### src/rtl/hazard_ctrl.sv
// Hazard unit for a five-stage pipeline: a scoreboard of E/M/W producers derives stall,
// bubble and forwarding selects from Tuse/Tnew, and counts stalled cycles.
module hazard_ctrl #(
    parameter int unsigned CNT_W = 16
) (
    input  logic             clk,
    input  logic             rst_n,
    input  logic [4:0]       d_rs,
    input  logic [4:0]       d_rt,
    input  logic [1:0]       d_tuse_rs,
    input  logic [1:0]       d_tuse_rt,
    input  logic             d_wr,
    input  logic [4:0]       d_waddr,
    input  logic [1:0]       d_tnew,
    output logic             stall,
    output logic             bubble_e,
    output logic [1:0]       fwd_d_rs,
    output logic [1:0]       fwd_d_rt,
    output logic [1:0]       fwd_e_rs,
    output logic [1:0]       fwd_e_rt,
    output logic [CNT_W-1:0] stall_cnt
);

    localparam int unsigned REG_W = 5;
    localparam int unsigned T_W   = 2;

    localparam logic [1:0] TUSE_NONE = 2'd3;
    localparam logic [1:0] SRC_RF    = 2'b00;
    localparam logic [1:0] SRC_W     = 2'b01;
    localparam logic [1:0] SRC_M     = 2'b10;
    localparam logic [1:0] SRC_E     = 2'b11;

    logic             e_vld, m_vld, w_vld;
    logic [REG_W-1:0] e_waddr, m_waddr, w_waddr;
    logic [T_W-1:0]   e_tnew, m_tnew, w_tnew;
    logic [REG_W-1:0] e_rs, e_rt;

    function automatic logic hit(input logic vld, input logic [REG_W-1:0] waddr,
                                 input logic [REG_W-1:0] r);
        return vld && (waddr == r) && (r != REG_W'(0));
    endfunction

    function automatic logic [T_W-1:0] dec_sat(input logic [T_W-1:0] t);
        return (t == T_W'(0)) ? T_W'(0) : T_W'(t - T_W'(1));
    endfunction

    // Youngest producer among E then M decides whether the operand arrives too late.
    function automatic logic need_stall(input logic [REG_W-1:0] r, input logic [T_W-1:0] tuse,
                                        input logic ev, input logic [REG_W-1:0] ea,
                                        input logic [T_W-1:0] et,
                                        input logic mv, input logic [REG_W-1:0] ma,
                                        input logic [T_W-1:0] mt);
        logic res;
        res = 1'b0;
        if (tuse != TUSE_NONE) begin
            if (hit(ev, ea, r))      res = (et > tuse);
            else if (hit(mv, ma, r)) res = (mt > tuse);
        end
        return res;
    endfunction

    function automatic logic [1:0] sel_d(input logic [REG_W-1:0] r, input logic [T_W-1:0] tuse,
                                         input logic ev, input logic [REG_W-1:0] ea,
                                         input logic [T_W-1:0] et,
                                         input logic mv, input logic [REG_W-1:0] ma,
                                         input logic [T_W-1:0] mt,
                                         input logic wv, input logic [REG_W-1:0] wa,
                                         input logic [T_W-1:0] wt);
        logic [1:0] src;
        src = SRC_RF;
        if (tuse != TUSE_NONE) begin
            if (hit(ev, ea, r))      src = (et == T_W'(0)) ? SRC_E : SRC_RF;
            else if (hit(mv, ma, r)) src = (mt == T_W'(0)) ? SRC_M : SRC_RF;
            else if (hit(wv, wa, r)) src = (wt == T_W'(0)) ? SRC_W : SRC_RF;
        end
        return src;
    endfunction

    function automatic logic [1:0] sel_e(input logic [REG_W-1:0] r,
                                         input logic mv, input logic [REG_W-1:0] ma,
                                         input logic [T_W-1:0] mt,
                                         input logic wv, input logic [REG_W-1:0] wa,
                                         input logic [T_W-1:0] wt);
        logic [1:0] src;
        src = SRC_RF;
        if (hit(mv, ma, r))      src = (mt == T_W'(0)) ? SRC_M : SRC_RF;
        else if (hit(wv, wa, r)) src = (wt == T_W'(0)) ? SRC_W : SRC_RF;
        return src;
    endfunction

    always_comb begin
        stall    = need_stall(d_rs, d_tuse_rs, e_vld, e_waddr, e_tnew, m_vld, m_waddr, m_tnew)
                 | need_stall(d_rt, d_tuse_rt, e_vld, e_waddr, e_tnew, m_vld, m_waddr, m_tnew);
        bubble_e = stall;
        fwd_d_rs = sel_d(d_rs, d_tuse_rs, e_vld, e_waddr, e_tnew, m_vld, m_waddr, m_tnew,
                         w_vld, w_waddr, w_tnew);
        fwd_d_rt = sel_d(d_rt, d_tuse_rt, e_vld, e_waddr, e_tnew, m_vld, m_waddr, m_tnew,
                         w_vld, w_waddr, w_tnew);
        fwd_e_rs = sel_e(e_rs, m_vld, m_waddr, m_tnew, w_vld, w_waddr, w_tnew);
        fwd_e_rt = sel_e(e_rt, m_vld, m_waddr, m_tnew, w_vld, w_waddr, w_tnew);
    end

    // Scoreboard shift; a stall injects an empty slot into E while M and W drain.
    always_ff @(posedge clk or negedge rst_n) begin
        if (!rst_n) begin
            e_vld   <= 1'b0;
            e_waddr <= '0;
            e_tnew  <= '0;
            e_rs    <= '0;
            e_rt    <= '0;
            m_vld   <= 1'b0;
            m_waddr <= '0;
            m_tnew  <= '0;
            w_vld   <= 1'b0;
            w_waddr <= '0;
            w_tnew  <= '0;
        end else begin
            if (stall) begin
                e_vld   <= 1'b0;
                e_waddr <= '0;
                e_tnew  <= '0;
                e_rs    <= '0;
                e_rt    <= '0;
            end else begin
                e_vld   <= d_wr;
                e_waddr <= d_waddr;
                e_tnew  <= d_tnew;
                e_rs    <= d_rs;
                e_rt    <= d_rt;
            end
            m_vld   <= e_vld;
            m_waddr <= e_waddr;
            m_tnew  <= dec_sat(e_tnew);
            w_vld   <= m_vld;
            w_waddr <= m_waddr;
            w_tnew  <= dec_sat(m_tnew);
        end
    end

    always_ff @(posedge clk or negedge rst_n) begin
        if (!rst_n) begin
            stall_cnt <= '0;
        end else if (stall && (stall_cnt != {CNT_W{1'b1}})) begin
            stall_cnt <= stall_cnt + CNT_W'(1);
        end
    end

endmodule

### config.mk
export PLATFORM = sky130hd
export DESIGN_NAME = hazard_ctrl
export DESIGN_NICKNAME = d
export VERILOG_FILES = /design/src/rtl/hazard_ctrl.sv
export SDC_FILE = /design/constraint.sdc
export NUM_CORES = 1
export LEC_CHECK = 0
export CAP_MARGIN = 20
export CORE_MARGIN = 2
export CORE_UTILIZATION = 57
export CTS_CLUSTER_DIAMETER = 120
export DETAILED_ROUTE_END_ITERATION = 7
export GPL_ROUTABILITY_DRIVEN = 0
export PLACE_DENSITY = 0.86
export REMOVE_ABC_BUFFERS = 1
export SKIP_LAST_GASP = 1
export SLEW_MARGIN = 25
export SYNTH_ARGS = -nofsm -noshare
export SYNTH_HDL_FRONTEND = slang
export SYNTH_SLANG_ARGS = --single-unit
### constraint.sdc
create_clock -name clk -period 6.08 [get_ports clk]
set_clock_uncertainty 0.2 [all_clocks]
set_input_delay 0.912 -clock clk [delete_from_list [all_inputs] [get_ports clk]]
set_output_delay 0.912 -clock clk [all_outputs]
set_load 0.01 [all_outputs]
# --- Word-level counts from Yosys, hierarchy flattened ---
# Cells that the tools add are included.
totals:
  ff_bits: 50
  input_bits: 24
  out_inout_bits: 26
op_classes:
  add_sub_neg: 3
  order_cmp: 4
  eq_ne: 13
  mux: 28
  bitwise_logic: 1
  n_reduce_logical: 28
op_table:
  columns: ["operator", "n"]
  rows:
  - ["$eq 5x5->1", 10]
  - ["$mux 2", 13]
  - ["$logic_and 1x1->1", 21]
  - ["$reduce_bool 5->1", 4]
  - ["$add 16x1->16 const B", 1]
  - ["$ne 16x16->1 const B", 1]
  - ["$mux 5", 3]
  - ["$mux 1", 12]
  - ["$gt 2x2->1", 4]
  - ["$logic_not 2->1", 3]
  - ["$ne 2x2->1 const B", 2]
  - ["$sub 2x1->2 const B", 2]
  - ["$or 1x1->1", 1]

# --- Longest topological paths before layout ---
# Gate-level depths: netlist of the first run.
depth:
  depth_word: 8
  mapped_depth: 10

# --- Worst setup path before layout of the first run ---
# No wires, ideal clock.
synth_path:
  path_kind: "input-to-output"
  start: "input port d_rt[2]"
  end: "output port stall"
  arrival_ns: 2.651
  required_time_ns: 4.968
  path_slack_ns: 2.317
  stages: 8
  path_buffers: 2
  path_cell_list: "xnor2_1 nand4_1 or4_4 a21boi_1 o32a_4 clkbuf_1 inv_1 buf_4"
synth_via:
  elab_chain_cells: 7
synth_lines:
  columns: ["item", "line_no", "source"]
  rows:
  - ["start, declared", "9", "input logic [4:0] d_rt,"]
  - ["$eq 5x5->1", "40", "return vld && (waddr == r) && (r != REG_W'(0));"]
  - ["$logic_and 1x1->1 (2 in a row)", "40", null]
  - ["$mux 1", "57", "else if (hit(mv, ma, r)) res = (mt > tuse);"]
  - ["$mux 1 *", "56", "if (hit(ev, ea, r)) res = (et > tuse);"]
  - ["$mux 1 *", "55", "if (tuse != TUSE_NONE) begin"]
  - ["$or 1x1->1 *", "93", "| need_stall(d_rt, d_tuse_rt, e_vld, e_waddr, e_tnew, m_vld, m_waddr, m_tnew);"]
  - ["end, declared", "15", "output logic stall,"]
# Every way passes the cells marked *; elsewhere a longest branch is shown, timed or not.

# --- Worst setup path in the final report of the first run ---
layout_path:
  start: "input port d_rt[4]"
  end: "output port bubble_e"
layout_via:
  elab_chain_cells: 7
layout_lines:
  columns: ["item", "line_no", "source"]
  rows:
  - ["$eq 5x5->1", "40", null]
  - ["$logic_and 1x1->1 (2 in a row)", "40", null]
  - ["$mux 1", "57", null]
  - ["$mux 1 *", "56", null]
  - ["$mux 1 *", "55", null]
  - ["$or 1x1->1 *", "93", null]
  - ["end, declared", "16", "output logic bubble_e,"]
# Marks and branches as above.

==> results of run 1 <==
==> stage by stage <==
stage	setup slack [ns]	total power, mW	cell area (µm²)	hold WS [ns]	utilization, %
floorplan	2.45	0.467	2710	0.174	-
global placement	1.31	0.530	3270	0.225	69.8
detailed placement	1.27	0.536	3270	0.225	69.8
CTS	1.27	0.762	3380	0.243	72.1
global route	1.18	0.796	3380	0.267	72.1
finish	1.24	0.757	3380	0.241	72.1
==> power by group through the flow <==
| stage | clock [mW] | combinational (mW) | sequential, mW |
|---|---|---|---|
| floorplan | 0 | 0.0735 | 0.393 |
| detailed placement | 0 | 0.139 | 0.397 |
| CTS | 0.232 | 0.140 | 0.390 |
| global route | 0.245 | 0.156 | 0.395 |
| finish | 0.228 | 0.139 | 0.390 |
| global placement | 0 | 0.133 | 0.397 |
==> how the worst max path moves through the flow <==
stage,endpoint,slack [ns],cells after the start
floorplan,bubble_e,2.45,6
global placement,stall,1.31,8
detailed placement,bubble_e,1.27,8
CTS,bubble_e,1.27,8
global route,bubble_e,1.18,8
finish,bubble_e,1.24,8
==> layout make-up <==
type | count | area, µm² | share of cell area, %
clock inverters | 1 | 30.0 | 0.888
multi-input cells | 195 | 1430 | 42.3
clock buffers | 7 | 76.3 | 2.26
repair buffers | 50 | 493 | 14.6
inverters | 9 | 33.8 | 0.999
flip-flops and latches | 50 | 1250 | 37.0
well taps | 54 | 67.6 | 2.00
==> layer usage <==
| layer | wire length [µm] | up-vias | track usage, % |
|---|---|---|---|
| li1 | - | 987 | - |
| met1 | 2460 | 971 | 30.0 |
| met2 | 2820 | 57 | 39.0 |
| met3 | 283 | 11 | 5.21 |
| met4 | 84 | 0 | 8.48 |
| met5 | 0 | - | 0 |
==> kinds of logic after synthesis <==
group,synth area share [%]
AO/OA/AOI/OAI,4.48
multiplexers,1.22
AND/OR/NAND/NOR,21.9
flip-flops,45.2
XOR/XNOR,19.9
adder cells (fa/ha/maj),4.07
buffers and inverters,3.12
==> cell usage after synthesis <==
cell | n | share of area [%]
ha_1 | 9 | 4.1
buf_1 | 1 | 0.14
dfrtp_1 | 50 | 45
nor3b_2 | 2 | 0.90
or4_1 | 4 | 1.1
nand3_1 | 6 | 1.1
nor2_1 | 13 | 1.8
a31oi_1 | 2 | 0.45
and3_1 | 3 | 0.68
nor2b_1 | 2 | 0.45
buf_4 | 1 | 0.27
nand4_1 | 10 | 2.3
clkbuf_1 | 8 | 1.1
nor4_1 | 9 | 2.0
nand2_1 | 12 | 1.6
or4_4 | 1 | 0.41
nand4b_1 | 1 | 0.32
mux2_1 | 1 | 0.41
and4_1 | 2 | 0.63
o21ai_0 | 1 | 0.18
o2111ai_1 | 1 | 0.32
xnor2_1 | 36 | 11
xor2_1 | 27 | 8.5
a21oi_1 | 12 | 2.2
nor3b_1 | 2 | 0.54
buf_6 | 1 | 0.41
and2_1 | 23 | 5.2
o32a_4 | 1 | 0.81
nor3_2 | 5 | 1.8
inv_1 | 9 | 1.2
nor3_1 | 5 | 0.90
nand2b_1 | 1 | 0.23
mux2_2 | 2 | 0.81
a21boi_1 | 2 | 0.54
==> worst register-to-register path, stage by stage, from the launching register on <==
cell and delay [ns]:
dfrtp_1 0.43, xnor2_1 0.15, nand4_1 0.12, or4_4 0.58, a21boi_1 0.16, o32a_4 0.53
nor2_1 0.24, mux2_1 0.35
==> state kept, by name (all words and copies together) (netlist names) <==
name       count
e_vld          1
m_vld          1
m_waddr        5
e_rs           5
e_waddr        5
e_rt           5
e_tnew         2
w_vld          1
w_tnew         2
w_waddr        5
m_tnew         2
stall_cnt     16
==> summary.txt, run 1 <==
Drt
  – Initial DRT Pass Iterations: 4
  – Routed WL per cell: 15.4 µm
  – Via count: 2026
  – First DRT Iteration DRCs: 129
  – Final ANT Viol Nets: 0
  – Drt total wl: 5.65 mm
  – Vias per cell: 5.54
  – DRC viols: 0

Global routing
  – GRT Total Usage: 23.4%
  – Global-route wire length before repair: 9.54 mm
  – Vias in the first global route: 2058
  – Total grt overflow: 0
  – Pin count of the biggest net entering global routing: 51
  – Initial antenna violation count: 0

Floorplan
  – Initial Utilization: 59.0%
  – DIE WIDTH: 73.7 µm
  – Die Y: 73.7 µm
  – Die ar.: 0.00543 mm²
  – I/O Pins: 50
  – Placeable Area: 0.00469 mm²
  – Rows: 25

Pwr
  – Net Sw Frac: 26.3%
  – Internal power: 0.558 mW
  – Clock share of power: 30.1%
  – Psw: 0.199 mW
  – Total power per unit cell area: 224 mW/mm²
  – Combinational share of power: 18.3%
  – Leak Pwr: 1.42 nW
  – Reg power frac: 51.6%
  – Max IR drop VDD: 150 µV

Min path
  – Min-Delay Path Depth: 0
  – Critical hold path startpoint: e_waddr[4]$_DFF_PN0_
  – Hold path endpoint: m_waddr[4]$_DFF_PN0_
  – Worst hold path type: reg -> reg

Cells and area
  – Area growth syn-to-layout: 22.2%
  – Share of post-route cells with drive strength above 1: 6.09%
  – FILL cells: 350
  – Commonest non-fill, non-tap cell in the layout: dfrtp_1
  – Layout Nets: 344
  – ANT cells: 0
  – Commonest non-fill, non-tap cells in the layout: dfrtp_1 (50), clkdlybuf4s50_1 (48), xnor2_1 (36), xor2_1 (27), and2_1 (23)
  – Final Non-Filler Cells: 366

STA
  – Total negative setup slack: 0 ns
  – Max Clk Rate: 207 MHz
  – # setup viols final: 0
  – Final Cycle Share: 79.6%
  – Final hold viol count: 0
  – RSZ-0062 raised after global routing: no
  – Slew HR: 48.8%
  – Worst slew pin tran: 0.765 ns
  – Max-slew violations: 0
  – Final min period: 4.84 ns

Clocking
  – TritonCTS Buffers: 5
  – # Post-CTS Setup Buffers: 0
  – Clk slew on worst S/H paths: 0.09 ns
  – CTS tree: done
  – H-Tree Depth: 2
  – Worst-skew pair later-pin latency: 0.30 ns
  – CTS Root Cell: clkbuf_8
  – CTS max path bufs: 2
  – Post-CTS resize count: 0
  – Sink Count: 50
  – Hold-fix buffers, CTS: 0

Synthesis
  – Synth cell types: 34
  – Sequential share of the synthesized area: 45.2%
  – Post-synthesis average cell area: 10.4 µm²
  – FF+latch count, synth: 50
  – Synthesis Warnings: 0
  – Synth Instances: 265
  – Post-Syn Area: 0.00277 mm²

Place
  – # port buffers: 49
  – Hpwl dp: 4.14 mm
  – Placed insts: 358

Setup path
  – Crit-path cells: clkdlybuf4s50_1 -> xnor2_1 -> nand4_1 -> or4_4 -> a21boi_1 -> o32a_4 -> inv_1 -> clkdlybuf4s50_1
  – Crit. End Element: primary output
  – Crit-path leading delay family: buffers and inverters
  – Reg2reg start: e_waddr[2]$_DFF_PN0_
  – Worst path buffer plus inverter count: 3
  – WS Path Type: in -> out
  – Worst Setup Start Kind: primary input
  – Critical Path RT: 4.97 ns
  – Critical Path Fanout Max: 34
  – Worst R2R Path Depth: 7
  – Reg2Reg Capture Point: stall_cnt[1]$_DFFE_PN0P_
  – Crit path DAT: 3.73 ns
  – Worst setup startpoint: d_rt[4]
  – Most Frequent Cell on Critical Path: clkdlybuf4s50_1
  – Register-to-register setup slack: 3.22 ns
  – CP max stage delay: 0.62 ns
  – Crit-path slowest cell: clkdlybuf4s50_1

Run status
  – Status: completed

Run
  – Maxcap violations: 0
Note: power is estimated with default switching activity, not from simulation.
==> run 2, diff against run 1 <==
Settings changed: CORE_UTILIZATION 57 to 53, PLACE_DENSITY 0.86 to 0.81.
Clock period 6.08 ns to 4.53 ns, I/O delays scaled along.
==> summary.txt, run 2 (synthesized netlist as in run 1, its figures left out) <==
Drt
  – First DRT Iteration DRCs: 153 (+19%)
  – Initial DRT Pass Iterations: 4 (unchanged)
  – DRC viols: 0 (unchanged)
  – Via count: 2070 (+2.2%)
  – Drt total wl: 5.88 mm (+4.1%)
  – Final ANT Viol Nets: 0 (unchanged)
  – Vias per cell: 5.42 (-2.1%)
  – Routed WL per cell: 15.4 µm (-0.22%)

Cells and area
  – Final Non-Filler Cells: 382 (+4.4%)
  – Design Area, Final: 0.00341 mm² (+0.78%)
  – Commonest non-fill, non-tap cells in the layout: dfrtp_1 (50), clkdlybuf4s50_1 (48), xnor2_1 (36), xor2_1 (27), and2_1 (23)
  – Area growth syn-to-layout: 23.2%
  – Max reg flops: 16 (unchanged)
  – ANT cells: 0 (unchanged)
  – Multi-input gate area: 0.00143 mm² (unchanged)
  – Top reg by flops: stall_cnt
  – Sequential cell area: 0.00125 mm² (unchanged)
  – Share of post-route cells with drive strength above 1: 6.41% (+0.32 points)
  – Commonest non-fill, non-tap cell in the layout: dfrtp_1
  – FILL cells: 414 (+18%)
  – Layout Nets: 344 (unchanged)

Clocking
  – H-Tree Depth: 2 (unchanged)
  – CTS tree: done
  – Post-CTS resize count: 0 (unchanged)
  – TritonCTS Buffers: 5 (unchanged)
  – Sink Count: 50 (unchanged)
  – Clk slew on worst S/H paths: 0.09 ns (about the same)
  – CTS max path bufs: 2 (unchanged)
  – Hold-fix buffers, CTS: 0 (unchanged)
  – CTS Root Cell: clkbuf_8
  – # Post-CTS Setup Buffers: 0 (unchanged)
  – Worst-skew pair later-pin latency: 0.30 ns (about the same)

Setup path
  – WS Path Type: in -> out
  – Crit-path slowest cell: clkdlybuf4s50_1
  – Crit path DAT: 3.38 ns (-0.35 ns)
  – CP max stage delay: 0.63 ns (about the same)
  – Crit. End Element: primary output
  – Most Frequent Cell on Critical Path: clkdlybuf4s50_1
  – Worst path buffer plus inverter count: 3 (unchanged)
  – Crit-path cells: clkdlybuf4s50_1 -> xnor2_1 -> nand4_1 -> or4_4 -> a21boi_1 -> o32a_4 -> inv_1 -> clkdlybuf4s50_1
  – Critical Path Fanout Max: 10 (-71%)
  – Worst Setup Start Kind: primary input
  – Crit-path leading delay family: buffers and inverters
  – Critical Path RT: 3.65 ns (-1.32 ns)

Floorplan
  – DIE WIDTH: 76.2 µm (+3.5%)
  – Die ar.: 0.00581 mm² (+7.1%)
  – Die Y: 76.2 µm (+3.5%)
  – Rows: 26 (+4.0%)
  – Placeable Area: 0.00507 mm² (+8.2%)
  – I/O Pins: 50 (unchanged)
  – Initial Utilization: 54.5% (-4.4 points)

STA
  – Max Clk Rate: 235 MHz
  – Total negative setup slack: 0 ns (unchanged)
  – Worst slew pin tran: 0.804 ns (+0.0387 ns)
  – Final min period: 4.25 ns
  – Final hold viol count: 0 (unchanged)
  – Slew HR: 46.2% (-2.6 points)
  – # setup viols final: 0 (unchanged)
  – RSZ-0062 raised after global routing: no
  – Final Cycle Share: 93.9%
  – Max-slew violations: 0 (unchanged)

Global routing
  – Global-route wire length before repair: 9.75 mm (+2.2%)
  – Vias in the first global route: 2052 (-0.29%)
  – Total grt overflow: 0 (unchanged)
  – Pin count of the biggest net entering global routing: 51 (unchanged)
  – Initial antenna violation count: 0 (unchanged)
  – GRT Total Usage: 21.1% (-2.3 points)

Pwr
  – Internal power: 0.748 mW (+34%)
  – Reg power frac: 51.4% (-0.2 points)
  – Leak Pwr: 1.42 nW (about the same)
  – Psw: 0.273 mW (+37%)
  – Max IR drop VDD: 238 µV (+59%)
  – Total power per unit cell area: 300 mW/mm² (+34%)
  – Net Sw Frac: 26.8% (+0.44 points)
  – Combinational share of power: 18.2% (about the same)
  – Clock share of power: 30.4% (+0.3 points)

Place
  – # port buffers: 49 (unchanged)
  – Hpwl dp: 4.33 mm (+4.5%)
  – Placed insts: 374 (+4.5%)
  – Area after DPL: 0.00330 mm² (+0.69%)

Min path
  – Worst hold path type: in -> async

Run status
  – Status: completed

Run
  – Maxcap violations: 0 (unchanged)
run 2: cell types whose count changed in the layout (fill, tap and decap cells not counted), sizes merged:
| cell | change |
|---|---|
| clkbuf | -1 |
| clkinvlp | +1 |
run 2: cell type report:
| type | count | share of cell area, % |
|---|---|---|
| well taps | 70 | 2.57 |
| flip-flops and latches | 50 | 36.7 |
| repair buffers | 50 | 14.5 |
| inverters | 9 | 0.992 |
| clock buffers | 6 | 2.13 |
| clock inverters | 2 | 1.10 |
| multi-input cells | 195 | 41.9 |
run 2: path summary, 6_finish.rpt:
path | startpoint | cells past startpoint | to | slack [ns]
worst min-delay path | rst_n | 1 | stall_cnt[9]$_DFFE_PN0P_ | 0.17
worst max register to register | e_waddr[4]$_DFF_PN0_ | 8 | stall_cnt[1]$_DFFE_PN0P_ | 1.57
worst min register to register | e_waddr[3]$_DFF_PN0_ | 0 | m_waddr[3]$_DFF_PN0_ | 0.25
max in group asynchronous | rst_n | 1 | w_waddr[3]$_DFF_PN0_ | 3.52
worst max-delay path | d_rt[1] | 8 | stall | 0.28
min in group clk | e_waddr[3]$_DFF_PN0_ | 0 | m_waddr[3]$_DFF_PN0_ | 0.25
run 2: metal layers:
layer,GRT usage (%),routed length [µm],vias to the layer above
li1,-,-,995
met1,27.0,2560,993
met2,35.9,2960,73
met3,4.62,300,9
met4,6.55,58,0
met5,0,0,-
run 2: worst reg2reg max path, delay by kind of cell, from the launching register on:
| kind | cells | cell delay, ns |
|---|---|---|
| xor+xnor | 1 | 0.15 |
| mux | 1 | 0.34 |
| flops | 1 | 0.43 |
| simple gates | 3 | 0.90 |
| compound gates | 2 | 0.59 |
| buf+inv | 1 | 0.25 |
run 2: metrics by stage:
step           hold slack (ns)  total power [mW]  util [%]  setup WS, ns
5_1_grt                  0.224              1.07      67.1         0.164
3_5_place_dp             0.229             0.720      65.0         0.290
2_1_floorplan            0.174             0.626         -          1.37
6_report                 0.171              1.02      67.1         0.275
3_3_place_gp             0.208             0.713      64.9         0.370
4_1_cts                  0.196              1.03      67.1         0.285
run 2: power by group through the flow:
stage,clock [mW],combinational (mW),sequential (mW)
floorplan,0,0.0987,0.528
global placement,0,0.181,0.532
detailed placement,0,0.186,0.534
CTS,0.317,0.188,0.525
global route,0.338,0.207,0.530
finish,0.310,0.186,0.525
==> run 3, diff against run 2 <==
Settings changed: RECOVER_POWER from default to 25.
==> summary.txt, run 3 (synthesized netlist as in run 1, its figures left out) <==
Clocking
  – CTS Root Cell: clkbuf_8
  – # Post-CTS Setup Buffers: 0 (unchanged)
  – H-Tree Depth: 2 (unchanged)
  – Post-CTS resize count: 0 (unchanged)
  – Sink Count: 50 (unchanged)
  – CTS tree: done
  – Worst-skew pair later-pin latency: 0.30 ns (about the same)
  – CTS max path bufs: 2 (unchanged)
  – Hold-fix buffers, CTS: 0 (unchanged)
  – Clk slew on worst S/H paths: 0.09 ns (about the same)
  – TritonCTS Buffers: 5 (unchanged)

Setup path
  – Critical Path Fanout Max: 10 (unchanged)
  – Crit. End Element: primary output
  – Critical Path RT: 3.65 ns (about the same)
  – WS Path Type: in -> out
  – Worst Setup Start Kind: primary input
  – Crit path DAT: 3.37 ns (about the same)

Pwr
  – Reg power frac: 51.5% (about the same)
  – Psw: 0.274 mW (+0.38%)
  – Clock share of power: 30.4% (about the same)
  – Max IR drop VDD: 240 µV (+0.54%)
  – Internal power: 0.747 mW (about the same)
  – Net Sw Frac: 26.9% (+0.088 points)
  – Leak Pwr: 1.42 nW (-0.38%)
  – Total power per unit cell area: 300 mW/mm² (+0.16%)
  – Combinational share of power: 18.2% (about the same)
  – Power after layout: 1.02 mW (about the same)

Cells and area
  – Share of post-route cells with drive strength above 1: 6.09% (-0.32 points)
  – Max reg flops: 16 (unchanged)
  – Area growth syn-to-layout: 23.0%
  – Commonest non-fill, non-tap cells in the layout: dfrtp_1 (50), clkdlybuf4s50_1 (48), xnor2_1 (36), xor2_1 (27), and2_1 (21)
  – Final Non-Filler Cells: 382 (unchanged)
  – Design Area, Final: 0.00340 mm² (-0.11%)
  – Layout Nets: 344 (unchanged)
  – ANT cells: 0 (unchanged)
  – Post-route core utilization: 67.1% (-0.074 points)
  – Top reg by flops: stall_cnt
  – Commonest non-fill, non-tap cell in the layout: dfrtp_1
  – FILL cells: 413 (-0.24%)

STA
  – Max-slew violations: 51 (+51)
  – Max Clk Rate: 235 MHz (about the same)
  – Final Cycle Share: 93.9% (about the same)
  – Final WS setup: 0.277 ns (+0.00188 ns)
  – Slew HR: -72.1% (-120 points)
  – # setup viols final: 0 (unchanged)
  – Final min period: 4.25 ns (-0.00188 ns)
  – Worst slew pin tran: 2.58 ns (+1.78 ns)
  – Total negative setup slack: 0 ns (unchanged)
  – Hold Slack: 0.248 ns (+0.0767 ns)
  – Final hold viol count: 0 (unchanged)
  – RSZ-0062 raised after global routing: no

Floorplan
  – Placeable Area: 0.00507 mm² (unchanged)
  – Initial Utilization: 54.5% (unchanged)
  – DIE WIDTH: 76.2 µm (unchanged)
  – Die ar.: 0.00581 mm² (unchanged)
  – Die Y: 76.2 µm (unchanged)
  – I/O Pins: 50 (unchanged)
  – Rows: 26 (unchanged)

Global routing
  – Initial antenna violation count: 0 (unchanged)
  – GRT Total Usage: 21.1% (unchanged)
  – Vias in the first global route: 2052 (unchanged)
  – Global-route wire length before repair: 9.75 mm (unchanged)
  – Pin count of the biggest net entering global routing: 51 (unchanged)
  – Total grt overflow: 0 (unchanged)

Place
  – # port buffers: 49 (unchanged)
  – Placed insts: 374 (unchanged)
  – Placement Setup Slack: 0.290 ns (unchanged)
  – Hpwl dp: 4.33 mm (unchanged)
  – Area after DPL: 0.00330 mm² (unchanged)

Drt
  – Initial DRT Pass Iterations: 4 (unchanged)
  – First DRT Iteration DRCs: 170 (+11%)
  – Via count: 2072 (+0.097%)
  – Final ANT Viol Nets: 0 (unchanged)
  – Drt total wl: 5.93 mm (+0.73%)
  – Vias per cell: 5.42 (about the same)
  – DRC viols: 0 (unchanged)
  – Routed WL per cell: 15.5 µm (+0.73%)

Min path
  – Worst hold path type: reg -> reg

Run status
  – Status: complete, but fails checks
  – Failing checks: capacitance limit, slew limit

Run
  – Maxcap violations: 1 (+1)
run 3: final cells by class:
type | instances | area (µm²) | area share [%]
Multi-Input combinational cell | 195 | 1430 | 42.0
Clock buffer | 6 | 72.6 | 2.13
Tap cell | 70 | 87.6 | 2.57
Sequential cell | 50 | 1250 | 36.8
Clock inverter | 2 | 37.5 | 1.10
Timing Repair Buffer | 50 | 492 | 14.4
Inverter | 9 | 33.8 | 0.993
run 3: critical path, cell delays in order:
cell,delay [ns]
clkdlybuf4s50_1,0.62
xnor2_1,0.16
nand4_1,0.12
or4_4,0.57
a21boi_1,0.15
o32a_4,0.43
inv_1,0.09
clkdlybuf4s50_1,0.53
run 3: final timing paths:
check	startpoint	end	slack, ns	cells past startpoint
max in group asynchronous	rst_n	w_waddr[1]$_DFF_PN0_	1.69	1
min in group asynchronous	rst_n	stall_cnt[9]$_DFFE_PN0P_	0.96	1
worst max-delay path	d_rt[4]	stall	0.28	8
worst min register to register	e_waddr[3]$_DFF_PN0_	m_waddr[3]$_DFF_PN0_	0.25	0
worst min-delay path	e_waddr[3]$_DFF_PN0_	m_waddr[3]$_DFF_PN0_	0.25	0
worst max register to register	e_waddr[4]$_DFF_PN0_	stall_cnt[1]$_DFFE_PN0P_	1.57	8
run 3: layer usage:
metal  routed length (µm)  track usage (%)
met3                  349             4.62
met1                 2530             27.0
met5                    0                0
met4                   58             6.55
met2                 2990             35.9
run 3: power by group through the flow:
stage | Combinational [mW] | Clock [mW] | Sequential [mW]
after CTS | 0.188 | 0.317 | 0.525
after floorplan | 0.0987 | 0 | 0.528
after global routing | 0.206 | 0.338 | 0.530
final | 0.186 | 0.310 | 0.526
after global placement | 0.181 | 0 | 0.532
after detailed placement | 0.186 | 0 | 0.534
